## src/rtl/conv_frame_scheduler.sv

```systemverilog
// Streams one frame from frame RAM into the conv line buffer: clear, raster reads, push, done/cfg_err pulses.
// First read 2 cycles after start, push 1 cycle after each read; hold gates new reads only, in-flight reads always push.
module conv_frame_scheduler #(
  parameter int DATA_WIDTH    = 8,
  parameter int BUFFER_LENGTH = 2000,
  parameter int MAX_ROWS      = 2000,
  parameter int ADDR_WIDTH    = 22,
  parameter int KERNEL_SIZE   = 3,
  localparam int CW = $clog2(BUFFER_LENGTH),
  localparam int RW = $clog2(MAX_ROWS)
) (
  input  logic                  clk,
  input  logic                  rst,
  input  logic                  start,
  input  logic [CW-1:0]         cfg_cols,
  input  logic [RW-1:0]         cfg_rows,
  input  logic [ADDR_WIDTH-1:0] cfg_base,
  input  logic                  hold,
  output logic                  mem_rd_en,
  output logic [ADDR_WIDTH-1:0] mem_addr,
  input  logic [DATA_WIDTH-1:0] mem_rd_data,
  output logic                  buf_clear,
  output logic                  buf_valid_in,
  output logic [DATA_WIDTH-1:0] buf_in_point,
  output logic [CW-1:0]         buf_col_size,
  output logic                  busy,
  output logic                  done,
  output logic                  cfg_err
);

  typedef enum logic [2:0] {
    S_IDLE,
    S_CLEAR,
    S_STREAM,
    S_FLUSH,
    S_DONE
  } state_t;

  localparam logic [31:0] LP_KSIZE = 32'(KERNEL_SIZE);
  localparam logic [31:0] LP_BLEN  = 32'(BUFFER_LENGTH);

  state_t                r_state;
  logic [CW-1:0]         r_cols;
  logic [CW-1:0]         r_col_cnt;
  logic [RW-1:0]         r_rows;
  logic [RW-1:0]         r_row_cnt;
  logic [ADDR_WIDTH-1:0] r_addr;
  logic                  r_buf_clear;
  logic                  r_done;
  logic                  r_cfg_err;
  logic                  r_push;

  logic w_rd;
  logic w_geom_bad;
  logic w_last_col;
  logic w_last_row;

  // Compare in 32 bits so a BUFFER_LENGTH that does not fit CW still works.
  assign w_geom_bad = (32'(cfg_cols) < LP_KSIZE) || (32'(cfg_rows) < LP_KSIZE) ||
                      (32'(cfg_cols) > LP_BLEN);
  assign w_rd       = (r_state == S_STREAM) && !hold;
  assign w_last_col = (r_col_cnt == r_cols - CW'(1));
  assign w_last_row = (r_row_cnt == r_rows - RW'(1));

  always_ff @(posedge clk) begin
    if (rst) begin
      r_state     <= S_IDLE;
      r_cols      <= '0;
      r_rows      <= '0;
      r_col_cnt   <= '0;
      r_row_cnt   <= '0;
      r_addr      <= '0;
      r_buf_clear <= 1'b0;
      r_done      <= 1'b0;
      r_cfg_err   <= 1'b0;
      r_push      <= 1'b0;
    end else begin
      r_buf_clear <= 1'b0;
      r_done      <= 1'b0;
      r_cfg_err   <= 1'b0;
      r_push      <= w_rd;
      case (r_state)
        S_IDLE: begin
          if (start) begin
            if (w_geom_bad) begin
              r_cfg_err <= 1'b1;
            end else begin
              r_cols      <= cfg_cols;
              r_rows      <= cfg_rows;
              r_addr      <= cfg_base;
              r_buf_clear <= 1'b1;
              r_state     <= S_CLEAR;
            end
          end
        end
        S_CLEAR: begin
          r_col_cnt <= '0;
          r_row_cnt <= '0;
          r_state   <= S_STREAM;
        end
        S_STREAM: begin
          if (w_rd) begin
            r_addr <= r_addr + ADDR_WIDTH'(1);
            if (w_last_col) begin
              r_col_cnt <= '0;
              if (w_last_row) begin
                r_state <= S_FLUSH;
              end else begin
                r_row_cnt <= r_row_cnt + RW'(1);
              end
            end else begin
              r_col_cnt <= r_col_cnt + CW'(1);
            end
          end
        end
        S_FLUSH: begin
          r_done  <= 1'b1;
          r_state <= S_DONE;
        end
        S_DONE: begin
          r_state <= S_IDLE;
        end
        default: begin
          r_state <= S_IDLE;
        end
      endcase
    end
  end

  assign mem_rd_en    = w_rd;
  assign mem_addr     = r_addr;
  assign buf_clear    = r_buf_clear;
  assign buf_valid_in = r_push;
  assign buf_in_point = r_push ? mem_rd_data : '0;
  assign buf_col_size = r_cols;
  assign busy         = (r_state != S_IDLE);
  assign done         = r_done;
  assign cfg_err      = r_cfg_err;

endmodule

```

## config.mk

```make
export PLATFORM = sky130hd
export DESIGN_NAME = conv_frame_scheduler
export DESIGN_NICKNAME = d
export VERILOG_FILES = /design/src/rtl/conv_frame_scheduler.sv
export SDC_FILE = /design/constraint.sdc
export NUM_CORES = 1
export LEC_CHECK = 0
export ABC_AREA = 0
export CORE_MARGIN = 10
export CORE_UTILIZATION = 40
export DETAILED_ROUTE_END_ITERATION = 8
export PLACE_DENSITY = 0.66
export SLEW_MARGIN = 10
export SYNTH_ARGS = -nofsm -noshare
export SYNTH_HDL_FRONTEND = slang
export SYNTH_SLANG_ARGS = --single-unit
```

## constraint.sdc

```tcl
create_clock -name clk -period 4.73 [get_ports clk]
set_input_delay 0.946 -clock clk [delete_from_list [all_inputs] [get_ports clk]]
set_output_delay 0.946 -clock clk [all_outputs]
set_load 0.02 [all_outputs]
```

==> summary.md <==
The slowest cell on the critical path is sky130_fd_sc_hd__a311oi_1. The power per unit of standard cell area was 299 mW/mm^2; the remaining max-slew budget at the tightest pin was 28.2%. After the flow finishes, the layout carries non-filler instances totaling 759. The setup slack after layout was 1.48 ns. Worst min-delay path category: reg2reg. Summing all non-filler instances in the final layout gives an area of 0.00551 mm^2. Timing analysis after detailed placement gives a worst setup slack of 1.13 ns.

The worst-case IR drop observed on VDD is 0.179 mV. Placeable core region: 0.0103 mm^2. In the final layout, the share of cells above drive strength 1 is 4.82%. The run gives 2 as the buffer depth of the longest clock path.

The area growth from synthesis to layout is 30.9%. The later pin in the worst-skew pair is clocked with a latency of 0.35 ns. For this run, the number of Yosys warnings is 0. The critical path in this run is classified as in2reg.

Dividing the detail-routed via count by the number of cells gives 5.55. The tools report the row count as 37. The number of antenna diodes in the final layout is 0.

The tools report the sequential cell area fraction in the yosys report as 34.7%. The number of global-route vias before repair was 3929; the total detailed-routing wirelength was 12.0 mm. The setup TNS after final layout is 0 ns. Data arrives at the worst endpoint at 3.45 ns. CTS built an H-tree with a depth of 3. The proportion of register bits with asynchronous set or reset after synthesis works out to 0%. For this design, the CTS-stage hold fixing added 0 buffers. The largest net degree at the start of global routing was 58; the register bit total from synthesis was 73. The cell count after placement was 743; the initial standard-cell utilization of the core was 41.0%. The total grt overflow was 0. Remaining design rule violation count: 0.

Cells fill 53.6% of the core in the end. The number of clock buffers added by TritonCTS is 9. The most frequent standard cell in the layout excluding fill and tap cells was sky130_fd_sc_hd__clkdlybuf4s50_1.

For the number of hold-slack violations in the final timing report, the log shows 0. TritonCTS built the clock tree. Setup repair after global routing left no endpoint under its margin. The number of different library cells used by synthesis comes to 63. At the pin with the least slew margin, the transition time is 1.08 ns. The run gives 0.00196 uW as the leakage power. A synthesized cell averages 7.98 um^2. STA classifies the critical path startpoint as a primary input. The max-slew violation count came out at 0.

For the floorplan die area, the log shows 0.0150 mm^2. The run finished with clean final reports. The count of flip-flops with a built-in enable after synthesis was 0; the global-route usage over all layers was 15.9%. The final RePlAce weighted congestion is 0.853, and the delay of the slowest cell on the worst path is 0.60 ns. The placement-stage cell area was 0.00532 mm^2; the worst setup skew after layout was 0.0105 ns. The number of I/O pins was 103; the number of search-and-repair iterations in the first detailed-routing pass was 4. The logs give 8.97 mm for the half-perimeter wire length after detailed placement and 0 for the number of instances resized during post-cts repair. In this run the cell area of the synthesized design comes to 0.00421 mm^2. The leading register cell type out of synthesis was sky130_fd_sc_hd__dfxtp_1. For this run, the top clock speed supported by timing is 307 MHz. The worst path buffer plus inverter count was 2. Summing over every cut layer, the via total after detailed routing is 4212. The overall die height is 123 um, and the final period demand of the worst path is 3.25 ns.

The number of setup buffers added after CTS is 0. The type of element capturing the critical path was a flip-flop. On the critical path the largest part of the delay comes from compound AO/OA/AOI/OAI gates.

The library cells used most frequently in the layout, excluding fill and tap cells, are 101 x sky130_fd_sc_hd__clkdlybuf4s50_1, 73 x sky130_fd_sc_hd__dfxtp_1, 63 x sky130_fd_sc_hd__nor2_1, 47 x sky130_fd_sc_hd__nand2_1, 26 x sky130_fd_sc_hd__a21oi_1. Fraction of the cycle the final worst path needs: 68.8%. After clock tree synthesis, the clock-pin slew on the worst setup and hold paths is 0.08 ns. The die boundary width is 123 um, and the count of maximum capacitance violations is 0. Synthesis handed over a netlist of 528 instances. Along the worst path, the maximum fanout reaches 44.

The run gives 0 as the post-route antenna net violation count. Traced cell by cell, the critical path runs through clkdlybuf4s50_1, nor3_1, a31oi_1, a311oi_1, o22a_1, buf_4, a21bo_2, a22oi_1, nor2_1. Buffers placed on the I/O ports in this run total 102. Counting every sink on the clock net gives 73. Setup violations remaining at the end of the flow were counted as 0. Across all register-to-register paths, the minimum setup slack is 1.61 ns.

Data on the critical path is required at its endpoint by 4.93 ns. The first global-routing pass estimated 19.6 mm of wire. The tools report the clock tree root driver cell as sky130_fd_sc_hd__clkbuf_8. The post-synthesis net count is 589, and the number of design-rule violations left by the first detailed-router iteration is 224. The initial antenna violation count came out at 0. The post-detailed-route wirelength per cell was 15.8 um; the net total in the final layout was 679.
==> metal layers <==
| metal | up-vias | share of wire [%] | GRT usage (%) |
|---|---|---|---|
| met1 | 1976 | 45 | 19.9 |
| li1 | 2111 | - | - |
| met4 | 0 | 2.2 | 6.55 |
| met2 | 105 | 47 | 25.2 |
| met5 | - | 0 | 0 |
| met3 | 20 | 5.9 | 4.55 |
==> final timing paths <==
| path | from | end | cells after the start |
|---|---|---|---|
| worst max-delay path | cfg_cols[5] | mem_addr[20] | 9 |
| worst min-delay path | r_row_cnt[10] | r_row_cnt[10] | 2 |
| worst max register to register | buf_col_size[0] | r_row_cnt[10] | 10 |
| worst min register to register | r_row_cnt[10] | r_row_cnt[10] | 2 |
==> registers in the layout, summed over array words and instances, names as in the netlist <==
signal,count
buf_clear,1
buf_col_size,11
buf_valid_in,1
cfg_err,1
done,1
mem_addr,22
r_col_cnt,11
r_row_cnt,11
r_rows,11
r_state,3
==> worst reg2reg max path, stage by stage (launching register included) <==
cell and delay [ns]:
sky130_fd_sc_hd__dfxtp_1 0.41, sky130_fd_sc_hd__inv_1 0.09, sky130_fd_sc_hd__ha_1 0.27, sky130_fd_sc_hd__or4b_1 0.52, sky130_fd_sc_hd__o21a_1 0.21, sky130_fd_sc_hd__o21ai_0 0.17
sky130_fd_sc_hd__a31oi_1 0.18, sky130_fd_sc_hd__nor3_2 0.35, sky130_fd_sc_hd__a21boi_4 0.18, sky130_fd_sc_hd__or4_1 0.53, sky130_fd_sc_hd__a21oi_1 0.15
==> logic make-up (layout without fill, tap and decap cells) <==
group           Yosys count  in the layout  synth area share, %
compound gates          123            123                 19.6
xor+xnor                 32             32                 6.65
fa+ha+maj                 5              5                 1.49
buf+inv                  40            135                 3.77
flops                    73             73                 34.7
mux                      24             24                 5.70
simple gates            231            231                 28.1
==> through the flow <==
step	hold WS (ns)	total power [uW]
after floorplan	0.464	1010
after global placement	0.487	1180
after detailed placement	0.496	1190
after CTS	0.509	1660
after global routing	0.535	1740
final	0.503	1650
==> layout make-up <==
type / instances / area, um^2
tap: 136 / 170
fill: 999 / 4760
clock inverter: 5 / 37.5
inverter: 13 / 48.8
sequential: 73 / 1460
clock buffer: 11 / 151
timing repair buffer: 106 / 1050
multi-input combinational: 415 / 2600
==> power breakdown <==
group | leakage (uW) | switching (uW) | internal, uW
registers | 0.000596 | 57.6 | 655
clock network | 0.0000924 | 249 | 222
logic | 0.00127 | 239 | 224
==> Yosys cell counts (all sizes together), types with 2 or more instances <==
master	n	area share, %
clkbuf	22	2.0
a22o	5	1.0
a21bo	2	0.48
nand4	9	1.3
inv	12	1.1
nor2b	4	0.59
and3	9	1.3
and2	10	1.5
mux2i	24	5.7
nand2	47	4.2
xor2	12	2.5
or4	6	1.2
nor3b	2	0.36
a21oi	26	3.1
a22oi	12	2.1
o22ai	2	0.30
nand3b	3	0.53
dfxtp	73	35
a311oi	5	1.0
ha	5	1.5
buf	5	0.65
o31a	2	0.42
a21boi	3	0.80
nand3	16	1.9
nor2	63	5.6
nor3	20	2.5
and4	2	0.42
o31ai	7	1.2
nor4	12	2.1
nand2b	10	1.5
a211oi	10	1.8
a31oi	4	0.59
or3	14	2.1
o21ai	30	3.6
xnor2	20	4.2
Note: power is estimated with default switching activity, not from simulation.
